$ cat src/rtl/mem_access_unit.sv
// RV64 load/store sequencer: turns one request into whole-doubleword DataMemory accesses.
// Optional feature macro MEM_ACCESS_MISALIGNED_SPLIT_EN enables splitting of doubleword-crossing accesses.
module mem_access_unit (
   input  logic        clk,
   input  logic        reset,
   input  logic        req_valid,
   output logic        req_ready,
   input  logic        req_read,
   input  logic        req_write,
   input  logic [2:0]  req_funct3,
   input  logic [63:0] req_addr,
   input  logic [63:0] req_wdata,
   output logic        resp_valid,
   output logic [63:0] resp_rdata,
   output logic        resp_err,
   output logic [63:0] address,
   output logic [63:0] writeData,
   output logic        MemWrite,
   output logic        MemRead,
   input  logic [63:0] readData
);

   localparam int unsigned XLEN = 64;

   typedef enum logic [2:0] {
      IDLE = 3'd0,
      RD0  = 3'd1,
      WR0  = 3'd2,
      RESP = 3'd3
`ifdef MEM_ACCESS_MISALIGNED_SPLIT_EN
      ,
      RD1  = 3'd4,
      WR1  = 3'd5
`endif
   } state_t;

   function automatic logic [3:0] size_bytes(input logic [1:0] sz);
      return 4'(4'd1 << sz);
   endfunction

   function automatic logic crosses(input logic [2:0] off, input logic [1:0] sz);
      return (4'({1'b0, off}) + size_bytes(sz)) > 4'd8;
   endfunction

   function automatic logic [XLEN-1:0] size_mask(input logic [1:0] sz);
      case (sz)
         2'd0:    return 64'h0000_0000_0000_00FF;
         2'd1:    return 64'h0000_0000_0000_FFFF;
         2'd2:    return 64'h0000_0000_FFFF_FFFF;
         default: return 64'hFFFF_FFFF_FFFF_FFFF;
      endcase
   endfunction

   // Sign- or zero-extend the low size bytes of an already lane-aligned value
   function automatic logic [XLEN-1:0] extend(input logic [XLEN-1:0] d, input logic [2:0] f3);
      logic s;
      s = ~f3[2];
      case (f3[1:0])
         2'd0:    return {{56{s & d[7]}},  d[7:0]};
         2'd1:    return {{48{s & d[15]}}, d[15:0]};
         2'd2:    return {{32{s & d[31]}}, d[31:0]};
         default: return d;
      endcase
   endfunction

   state_t            r_state;
   logic [XLEN-1:0]   r_addr;
   logic [XLEN-1:0]   r_wdata;
   logic [2:0]        r_f3;
   logic              r_store;

   logic              w_bad_enc;
   logic              w_req_err;
   logic              w_req_sd_aligned;
   logic [2:0]        w_off;
   logic [5:0]        w_sh;
   logic [XLEN-1:0]   w_dw0;
   logic [XLEN-1:0]   w_bm;
   logic [XLEN-1:0]   w_wdm;
   logic [XLEN-1:0]   w_merge0;
   logic [XLEN-1:0]   w_ld_raw;
   logic [XLEN-1:0]   w_ld_ext;

   assign w_bad_enc = (req_funct3 == 3'b111) | (req_write & req_funct3[2]) | (req_read == req_write);
`ifdef MEM_ACCESS_MISALIGNED_SPLIT_EN
   assign w_req_err = w_bad_enc;
`else
   assign w_req_err = w_bad_enc | crosses(req_addr[2:0], req_funct3[1:0]);
`endif
   assign w_req_sd_aligned = req_write & (req_funct3 == 3'b011) & (req_addr[2:0] == 3'b000);

   assign w_off    = r_addr[2:0];
   assign w_sh     = {w_off, 3'b000};
   assign w_dw0    = {r_addr[XLEN-1:3], 3'b000};
   assign w_bm     = size_mask(r_f3[1:0]);
   assign w_wdm    = r_wdata & w_bm;
   assign w_merge0 = (readData & ~(w_bm << w_sh)) | (w_wdm << w_sh);

`ifdef MEM_ACCESS_MISALIGNED_SPLIT_EN
   logic [XLEN-1:0]   r_dw0;
   logic [6:0]        w_rsh;
   logic [XLEN-1:0]   w_dw1;
   logic [XLEN-1:0]   w_merge1;
   logic              w_cross;

   // Bytes that spill past the first doubleword land at the bottom of the second
   assign w_rsh    = 7'd64 - 7'(w_sh);
   assign w_dw1    = w_dw0 + 64'd8;
   assign w_merge1 = (readData & ~(w_bm >> w_rsh)) | (w_wdm >> w_rsh);
   assign w_cross  = crosses(w_off, r_f3[1:0]);
   assign w_ld_raw = (r_state == RD1) ? ((r_dw0 >> w_sh) | (readData << w_rsh))
                                      : (readData >> w_sh);
`else
   assign w_ld_raw = readData >> w_sh;
`endif
   assign w_ld_ext = extend(w_ld_raw, r_f3);

   // State sequencing; every output is registered against the state being entered
   always_ff @(posedge clk or negedge reset) begin
      if (!reset) begin
         r_state    <= IDLE;
         r_addr     <= '0;
         r_wdata    <= '0;
         r_f3       <= '0;
         r_store    <= 1'b0;
`ifdef MEM_ACCESS_MISALIGNED_SPLIT_EN
         r_dw0      <= '0;
`endif
         req_ready  <= 1'b0;
         resp_valid <= 1'b0;
         resp_err   <= 1'b0;
         resp_rdata <= '0;
         MemRead    <= 1'b0;
         MemWrite   <= 1'b0;
         address    <= '0;
         writeData  <= '0;
      end else begin
         req_ready  <= 1'b0;
         resp_valid <= 1'b0;
         resp_err   <= 1'b0;
         resp_rdata <= '0;
         MemRead    <= 1'b0;
         MemWrite   <= 1'b0;
         address    <= '0;
         writeData  <= '0;
         case (r_state)
            IDLE: begin
               req_ready <= 1'b1;
               if (req_valid && req_ready) begin
                  req_ready <= 1'b0;
                  r_addr    <= req_addr;
                  r_wdata   <= req_wdata;
                  r_f3      <= req_funct3;
                  r_store   <= req_write;
                  if (w_req_err) begin
                     r_state    <= RESP;
                     resp_valid <= 1'b1;
                     resp_err   <= 1'b1;
                  end else if (w_req_sd_aligned) begin
                     r_state   <= WR0;
                     MemWrite  <= 1'b1;
                     address   <= req_addr;
                     writeData <= req_wdata;
                  end else begin
                     r_state <= RD0;
                     MemRead <= 1'b1;
                     address <= {req_addr[XLEN-1:3], 3'b000};
                  end
               end
            end
            RD0: begin
               if (r_store) begin
                  r_state   <= WR0;
                  MemWrite  <= 1'b1;
                  address   <= w_dw0;
                  writeData <= w_merge0;
`ifdef MEM_ACCESS_MISALIGNED_SPLIT_EN
               end else if (w_cross) begin
                  r_state <= RD1;
                  r_dw0   <= readData;
                  MemRead <= 1'b1;
                  address <= w_dw1;
`endif
               end else begin
                  r_state    <= RESP;
                  resp_valid <= 1'b1;
                  resp_rdata <= w_ld_ext;
               end
            end
            WR0: begin
`ifdef MEM_ACCESS_MISALIGNED_SPLIT_EN
               if (w_cross) begin
                  r_state <= RD1;
                  MemRead <= 1'b1;
                  address <= w_dw1;
               end else begin
                  r_state    <= RESP;
                  resp_valid <= 1'b1;
               end
`else
               r_state    <= RESP;
               resp_valid <= 1'b1;
`endif
            end
`ifdef MEM_ACCESS_MISALIGNED_SPLIT_EN
            RD1: begin
               if (r_store) begin
                  r_state   <= WR1;
                  MemWrite  <= 1'b1;
                  address   <= w_dw1;
                  writeData <= w_merge1;
               end else begin
                  r_state    <= RESP;
                  resp_valid <= 1'b1;
                  resp_rdata <= w_ld_ext;
               end
            end
            WR1: begin
               r_state    <= RESP;
               resp_valid <= 1'b1;
            end
`endif
            RESP: begin
               r_state   <= IDLE;
               req_ready <= 1'b1;
            end
            default: r_state <= IDLE;
         endcase
      end
   end

endmodule

$ cat config.mk
export PLATFORM = sky130hd
export DESIGN_NAME = mem_access_unit
export DESIGN_NICKNAME = d
export VERILOG_FILES = /design/src/rtl/mem_access_unit.sv
export SDC_FILE = /design/constraint.sdc
export NUM_CORES = 1
export LEC_CHECK = 0
export ABC_AREA = 1
export BUFFER_PORTS_ARGS = -buffer_cell sky130_fd_sc_hd__buf_2
export CAP_MARGIN = 10
export CORE_AREA = 3 3 198 200
export DETAILED_ROUTE_END_ITERATION = 10
export DIE_AREA = 0 0 201 203
export PLACE_DENSITY = 0.69
export SYNTH_ARGS = -nofsm -noshare
export SYNTH_HDL_FRONTEND = slang
export SYNTH_SLANG_ARGS = --single-unit
$ cat constraint.sdc
create_clock -name clk -period 2.28 [get_ports clk]
set_clock_uncertainty 0.05 [all_clocks]
set_input_delay 0.228 -clock clk [delete_from_list [all_inputs] [get_ports clk]]
set_output_delay 0.228 -clock clk [all_outputs]
set_load 0.01 [all_outputs]
## Word level (Yosys, flattened, before mapping)

Index checks and enable logic that the tools add are counted.

- Input bits: 200
- Word-level logic and storage cells: 82
- Output and inout bits: 197
- Bits in registers: 332

- Shift-type cells: 4
- Bitwise gates (word level): 14
- Add/subtract/negate cells: 1
- Equality and inequality tests: 9
- Order comparisons: 1
- Multiplexer cells: 35
- Reductions and logical operators: 5

Operators by type and width:

| operator | count |
|---|---|
| $mux W64 | 9 |
| $pmux W64 S3 | 2 |
| $pmux W64 S2 | 2 |
| $and A64 B64 Y64 | 2 |
| $shl A64 B6 Y64 | 2 |
| $not A64 Y64 | 1 |
| $or A64 B64 Y64 | 1 |
| $shr A64 B6 Y64 | 1 |
| $mux W1 | 14 |
| $eq A3 B2 Y1 const B | 3 |
| $pmux W3 S3 | 1 |
| $and A1 B1 Y1 | 6 |
| $logic_not A3 Y1 | 2 |
| $mux W3 | 2 |
| $add A3 B4 Y4 | 1 |
| $gt A4 B4 Y1 const B | 1 |
| $mux W2 | 2 |
| $pmux W1 S2 | 2 |
| $shl A1 B2 Y4 const A | 1 |
| $eq A3 B1 Y1 const B | 1 |
| $eq A3 B3 Y1 const B | 1 |
| $or A1 B1 Y1 | 3 |
| $pmux W1 S3 | 1 |
| $eq A2 B1 Y1 const B | 1 |
| 7 further kinds | 7 |

## Logic depth before layout (Yosys ltp)

Gate-level depths: netlist of the first run.

- Depth after elaboration: 8
- Mapped depth: 14
- Gate-level depth less buffers: 13

## Worst setup path after synthesis of the first run

OpenSTA, ideal clock, no wires.

- Path kind: input -> register
- Start: input port req_funct3[1]
- End: register writeData[34]
- Path buffers: 1
- Library setup time: 0.066 ns
- Data required time: 2.164 ns
- Arrival: 1.757 ns
- Stages: 11
- Path slack: 0.407 ns
- Cells stage by stage: nor2_1 ha_1 fa_1 a21oi_1 nand2_1 nand3_1 nand3_1 inv_2 buf_2 nand3_1 nand2_1

- Longest elaborated chain between the ends: 7
- Elaborated cells on any way between the ends: 14
- Classes of those cells: add/sub (1); order compare (1); eq/ne (2); shift (1); mux (4); bitwise (5)

RTL lines:

| item | line | source |
|---|---|---|
| from (decl) | 10 | `input logic [2:0] req_funct3,` |
| $shl A1 B2 Y4, or another cell as far along | 38 | `return 4'(4'd1 << sz);` |
| $add A3 B4 Y4, or another cell as far along | 42 | `return (4'({1'b0, off}) + size_bytes(sz)) > 4'd8;` |
| $gt A4 B4 Y1, or another cell as far along | 42 |  |
| $or A1 B1 Y1 or $mux W64 (tied branches) | 88, 159 |  |
| $mux W64 (*) | 155 | `if (w_req_err) begin` |
| $mux W64 (*) | 149 | `if (req_valid && req_ready) begin` |
| $pmux W64 S2 (*) | 146 | `case (r_state)` |
| to (signal assigned) | 163 | `writeData <= req_wdata;` |
| to (signal assigned) | 176 | `writeData <= w_merge0;` |
| to (decl) | 17 | `output logic [63:0] writeData,` |

Every way passes the cells marked *; elsewhere a longest branch is shown, timed or not.
A chain may end at the register's enable or synchronous reset.

## Worst setup path in the final report of the first run

- Start: input port req_addr[0]
- End: register writeData[44]

- Longest elaborated chain between the ends: 6
- Elaborated cells on any way between the ends: 9
- Classes of those cells: add/sub (1); order compare (1); mux (4); bitwise (2); reduce/logical (1)

RTL lines:

| item | line | source |
|---|---|---|
| from (decl) | 11 | `input logic [63:0] req_addr,` |
| $add A3 B4 Y4 or $logic_not A3 Y1 (tied branches) | 42, 90 |  |
| $gt A4 B4 Y1 or $and A1 B1 Y1 (tied branches) | 42, 90 |  |
| $or A1 B1 Y1 or $mux W64 (tied branches) | 88, 159 |  |
| $mux W64 (*) | 155 |  |
| $mux W64 (*) | 149 |  |
| $pmux W64 S2 (*) | 146 |  |

Marked as above.

==> results of run 1 <==
logic make-up (layout without fill, tap and decap cells):
| group | count (synthesis) | in the layout | share of synthesized area [%] |
|---|---|---|---|
| adder cells (fa/ha/maj) | 9 | 9 | 0.7130 |
| flip-flops | 331 | 331 | 49.16 |
| XOR/XNOR | 1 | 1 | 0.05200 |
| AO/OA/AOI/OAI | 440 | 440 | 14.91 |
| other | 1 | 4 | 0.02226 |
| AND/OR/NAND/NOR | 1017 | 1017 | 26.23 |
| buffers and inverters | 339 | 866 | 8.912 |
where the power goes:
group          total [mW]  internal, mW  switching, mW  leakage, nW
registers            8.92          7.86           1.07         4.33
logic                14.9          4.91           10.0         6.89
clock network        5.90          3.38           2.52        0.597
final timing paths:
| check | from | depth (start not counted) | slack (ns) | endpoint |
|---|---|---|---|---|
| setup / recovery | req_addr[0] | 14 | 0.14 | writeData[44] |
| hold / removal | req_funct3[1] | 3 | 0.06 | r_f3[1] |
| setup reg to reg | r_addr[0] | 8 | 0.15 | writeData[28] |
| hold reg to reg | r_wdata[16] | 2 | 0.42 | r_wdata[16] |
| max in group asynchronous | reset | 3 | 1.34 | r_wdata[7] |
| min in group asynchronous | reset | 2 | 0.15 | address[2] |
stage by stage:
stage | setup TNS [ns] | cells | power (mW)
2_1_floorplan | 0 | 2140 | 17.95
3_3_place_gp | 0 | 2983 | 23.23
3_5_place_dp | 0 | 2983 | 23.39
4_1_cts | 0 | 3178 | 29.57
5_1_grt | -0.005799 | 3179 | 31.65
6_report | 0 | 3179 | 29.77
state kept, by name (all words and copies together) (netlist names), 2 cells and up:
| register | flops |
|---|---|
| r_addr | 64 |
| r_f3 | 3 |
| resp_rdata | 64 |
| address | 64 |
| r_wdata | 64 |
| r_state | 2 |
| writeData | 64 |
synthesized netlist by cell type:
library cell    n
ha_1            8
nor2_2          1
or2_0           1
buf_2          56
nand2_2         4
a21oi_1        48
clkbuf_1       57
nand2_1       649
nand3_1       257
a22oi_1        21
inv_1         179
nor3_1          3
o22ai_1        61
nand3_2         1
buf_1          14
inv_2           7
xnor2_1         1
conb_1          1
fa_1            1
nor2_4          4
nand2_4         2
nor3_2         31
inv_4           2
o31ai_1         1
o211ai_1       31
nor2_8          1
buf_6          17
a21oi_2         2
o21ai_1        10
dfrtp_1       331
o211ai_2        9
o21a_1         10
nor2_1         63
buf_4           7
o21ai_0       247
layer usage:
layer	GRT usage (%)	share of wire [%]
met3	6.878	8.8
met4	14.48	4.7
met2	52.51	46
met1	42.25	40
met5	0	0
final cells by class:
| cell class | count | area, um2 |
|---|---|---|
| flip-flops and latches | 331 | 8289 |
| clock buffers | 54 | 1099 |
| inverters | 188 | 711.9 |
| fillers | 3362 | 15340 |
| repair buffers | 615 | 4279 |
| clock inverters | 9 | 126.4 |
| well taps | 511 | 639.4 |
| multi-input cells | 1470 | 7088 |
| diodes | 1 | 2.502 |
repair_timing:
action	4_1_cts	5_1_grt
hold endpoints to repair	548	0
hold buffers	132	0
setup buffers	0	0
gates resized for setup	0	1
setup endpoints to repair	0	17
critical path: cells and delay by family:
family | cells | cell delay [ns]
adders and majority gates | 2 | 0.63
buffers and inverters | 5 | 1.07
and+or+nand+nor | 7 | 0.66
==> impl_metrics.json, run 1 <==
{
  "buffer_ports.inserted": 396,
  "max_stage_delay_ns": 0.54,
  "cp_data_required_time_ns": 2.74,
  "die_height_um": 203,
  "placement_rows": 71,
  "cts_tree": "built",
  "power.density_cell_area_nw_per_um2": 1339,
  "final_critical_path_share_of_the_clock_period_pct": 93.92,
  "layout.cells.most_common": "nand2_1",
  "max_slew_headroom_pct": 59.59,
  "max-vdd-ir-drop_uv": 843.3,
  "syn-instance-count": 2138,
  "routed_via_density": 5.509,
  "synth-seq-cells": 331,
  "synthTopCellsByArea": "dfrtp_1, nand2_1, nand3_1",
  "die_w_um": 201,
  "fp.coreArea_um2": 37580,
  "clock_latency_ns": 0.58,
  "sequential_share_of_the_synthesized_area_pct": 49.16,
  "wl_per_cell_um": 21.07,
  "globalRoute.totalOverflow": 0,
  "final_routed_wirelength_across_all_metal_layers_mm": 66.97,
  "cp-start-kind": "input port",
  "initial_core_utilization_pct": 44.83,
  "placement.cell_area_um2": 19680,
  "clk_transition_reported_paths_ns": 0.06,
  "drv_cap": 0,
  "final_period_minus_worst_setup_slack_ns": 2.141,
  "place.detailed.hpwl_mm": 49.02,
  "layout-drive-gt1-share_pct": 22.95,
  "path_class": "in2reg",
  "placement_setup_slack_ns": 0.03132,
  "detail_route.first_pass.iterations": 6,
  "final_core_utilization_pct": 59.17,
  "global_route.usage.total_pct": 32.45,
  "final.setup.worst_slack_ns": 0.1386,
  "synth.largest_area_cell": "dfrtp_1",
  "via_count": 17513,
  "synth.distinct_cells": 35,
  "highest_count_cells_in_the_layout_ignoring_fill_and_taps": "nand2_1, buf_2, dfrtp_1",
  "violation_count_after_the_first_detailed_route_iteration": 1638,
  "numnets_final": 2851,
  "route.detailed.drc": 0,
  "timing.critical_path.arrival_ns": 2.60,
  "cts-buffers-inserted": 36,
  "clk_path_buf_depth": 3,
  "floorplan.io_pins": 397,
  "yosysTopAreaCellShare_pct": 49.16,
  "finalHoldViolCount": 0,
  "final-setup-viol-count": 0,
  "cp-end-kind": "flop",
  "fin_hold_ws_ns": 0.05814,
  "clock-root-buffer": "clkbuf_16",
  "critical_path.cell_chain": "dlygate4sd3_1 > buf_2 > ha_1 > fa_1 > inv_1 > nor2_1 > nor2_1 > nand2_1 > nand3_1 > nand3_2 > inv_2 > buf_12 > nand3_1 > nand2_1",
  "worst_pin_slew_ns": 0.6029,
  "path_max_fanout": 20,
  "synth_warnings": 0,
  "stdcell_area_um2": 22240,
  "gp_routability_congestion": 1.024,
  "final_max_slew_viol_count": 0,
  "post_synth_design_cell_area_um2": 16850,
  "cp_slowest_cell": "dlygate4sd3_1",
  "synthToLayoutAreaGrowth_pct": 31.98,
  "cts_max_level": 2,
  "initial_antenna_violation_count": 2,
  "result_of_the_run": "complete, no violations",
  "vias_in_the_first_global_route": 17625,
  "grt_pass1_wl_mm": 103.1,
  "detail-route-antenna-nets": 0,
  "design.die.area_um2": 40800,
  "achievable-frequency_mhz": 467.0,
  "worst_hold_path_type": "in2reg",
  "grt_max_degree": 85,
  "p_leak_nw": 11.82,
  "avgSynthCellArea_um2": 7.880,
  "clock_sinks": 331
}
Note: power is estimated with default switching activity, not from simulation.
==> inputs of run 2 (changes only) <==
Settings changed: BUFFER_PORTS_ARGS -buffer_cell sky130_fd_sc_hd__buf_2 to unset, DONT_BUFFER_PORTS set to 1, PLACE_DENSITY 0.69 to unset, PLACE_DENSITY_LB_ADDON set to 0.08.
==> impl_metrics.json, run 2 (synthesized netlist as in run 1, its figures left out) <==
{
  "max_slew_headroom_pct": 19.54,
  "stdcell_area_um2": 20300,
  "fin_hold_ws_ns": -0.6662,
  "violation_count_after_the_first_detailed_route_iteration": 1388,
  "final_max_slew_viol_count": 0,
  "cts_tree": "built",
  "initial_core_utilization_pct": 44.83,
  "globalRoute.totalOverflow": 0,
  "final_routed_wirelength_across_all_metal_layers_mm": 63.78,
  "p_int_mw": 15.45,
  "synthToLayoutAreaGrowth_pct": 20.51,
  "routed_via_density": 5.589,
  "final_critical_path_share_of_the_clock_period_pct": 94.80,
  "numnets_final": 2470,
  "clk_transition_reported_paths_ns": 0.06,
  "reg2reg_setup_slack_ns": 0.12,
  "cp_data_required_time_ns": 2.69,
  "grt_max_degree": 332,
  "clk_path_buf_depth": 3,
  "clock-root-buffer": "clkbuf_16",
  "path_class": "reg2reg",
  "route.detailed.drc": 0,
  "violations": "negative hold slack",
  "power_frac_clock_pct": 19.8,
  "placement_rows": 71,
  "power.share.switching_pct": 45.82,
  "final-setup-viol-count": 0,
  "placement.cell_area_um2": 17490,
  "worst_hold_path_type": "in2async",
  "floorplan.io_pins": 397,
  "cp-end-kind": "flop",
  "design.die.area_um2": 40800,
  "power.density_cell_area_nw_per_um2": 1404,
  "grt_pass1_wl_mm": 96.21,
  "initial_antenna_violation_count": 3,
  "share_seq_of_total_power_pct": 33.4,
  "highest_count_cells_in_the_layout_ignoring_fill_and_taps": "nand2_1, dfrtp_1, nand3_1",
  "regArea_um2": 8289,
  "comb_power_share_pct": 46.7,
  "clock_sinks": 331,
  "buffer_ports.inserted": 0,
  "worst_pin_slew_ns": 1.207,
  "place.detailed.hpwl_mm": 46.29,
  "result_of_the_run": "complete, but fails checks",
  "area_of_the_multi_input_gates_um2": 7103,
  "cts_max_level": 2,
  "rr_worst_depth": 8,
  "final.setup.worst_slack_ns": 0.1186,
  "clock_latency_ns": 0.55,
  "via_count": 15649,
  "sw_power_mw": 13.06,
  "drv_cap": 0,
  "placement_setup_slack_ns": -0.006638,
  "die_w_um": 201,
  "detail-route-antenna-nets": 0,
  "achievable-frequency_mhz": 462.7,
  "fillers": 3640,
  "finalHoldViolCount": 331,
  "p_leak_nw": 9.955,
  "gp_routability_congestion": 0.9892,
  "grt_setup_unrepaired": "no",
  "detail_route.first_pass.iterations": 5,
  "cp-start-kind": "flop",
  "die_height_um": 203,
  "dpl.cell_count": 2569,
  "fp.coreArea_um2": 37580,
  "layout.cells.most_common": "nand2_1",
  "layout-drive-gt1-share_pct": 8.618,
  "max-vdd-ir-drop_uv": 726.2,
  "wl_per_cell_um": 22.78,
  "timing.critical_path.arrival_ns": 2.57,
  "final_period_minus_worst_setup_slack_ns": 2.161,
  "path_max_fanout": 28,
  "cts-buffers-inserted": 37,
  "holdBufCountCts": 162,
  "vias_in_the_first_global_route": 15665,
  "global_route.usage.total_pct": 30.61,
  "final-instance-count-excl-fill": 2800
}
-- run 2: cell count changes in the layout (fill, tap and decap cells not counted), sizes merged --
cell,before,now
buf,483,70
clkbuf,54,55
clkinv,9,6
diode,1,3
dlygate4sd3,132,162
inv,187,190
nor2,69,70
-- run 2: cell type report --
class / count / share of cell area, %
diodes: 3 / 0.03698
multi-input cells: 1471 / 34.98
clock inverters: 9 / 0.2896
repair buffers: 232 / 11.87
inverters: 188 / 3.507
well taps: 511 / 3.149
clock buffers: 55 / 5.337
flip-flops and latches: 331 / 40.83
-- run 2: critical path: stages (launching register included) --
cell and delay [ns]:
dfrtp_4 0.54, inv_4 0.28, buf_4 0.27, nand2_1 0.07, nand2_1 0.16, nand2_1 0.09, o21ai_0 0.37, inv_1 0.10
nor3_2 0.16
-- run 2: path summary, 6_finish.rpt --
kind | start | end
max reg2reg | r_addr[0] | resp_rdata[51]
max in group asynchronous | reset | writeData[29]
min reg2reg | r_wdata[23] | r_wdata[23]
max | r_addr[0] | resp_rdata[51]
min | reset | address[0]
min in group clk | readData[39] | writeData[39]
-- run 2: timing repair --
action	in CTS	in global routing
gates cloned	0	1
hold endpoints to repair	598	331
resized for setup	1	2
pin swaps	0	2
buffers inserted	0	1
endpoints found under the setup margin	1	33
-- run 2: per-stage QoR --
step	TNS (ns)	hold WS (ns)	utilization [%]	total power [mW]
global route	0	-0.6932	54.03	30.40
finish	0	-0.6662	54.03	28.51
global placement	0	-0.1105	46.55	22.27
floorplan	0	-0.1176	-	17.95
detailed placement	-0.006638	-0.1092	46.55	22.28
CTS	0	-0.6901	53.92	28.30
-- run 2: per-layer routing --
layer	global-route usage, %	routed length [um]	up-vias
met4	10.82	2391	0
met1	38.98	25420	7576
met5	0	0	-
met3	8.209	5620	106
met2	50.57	30350	703
li1	-	-	7264
-- run 2: power by group through the flow --
stage	clock network [mW]	logic, mW	registers [mW]
after floorplan	0	8.92	9.03
after global placement	0	12.7	9.59
after detailed placement	0	12.7	9.58
after CTS	5.78	13.0	9.51
after global routing	6.05	14.7	9.70
final	5.66	13.3	9.52
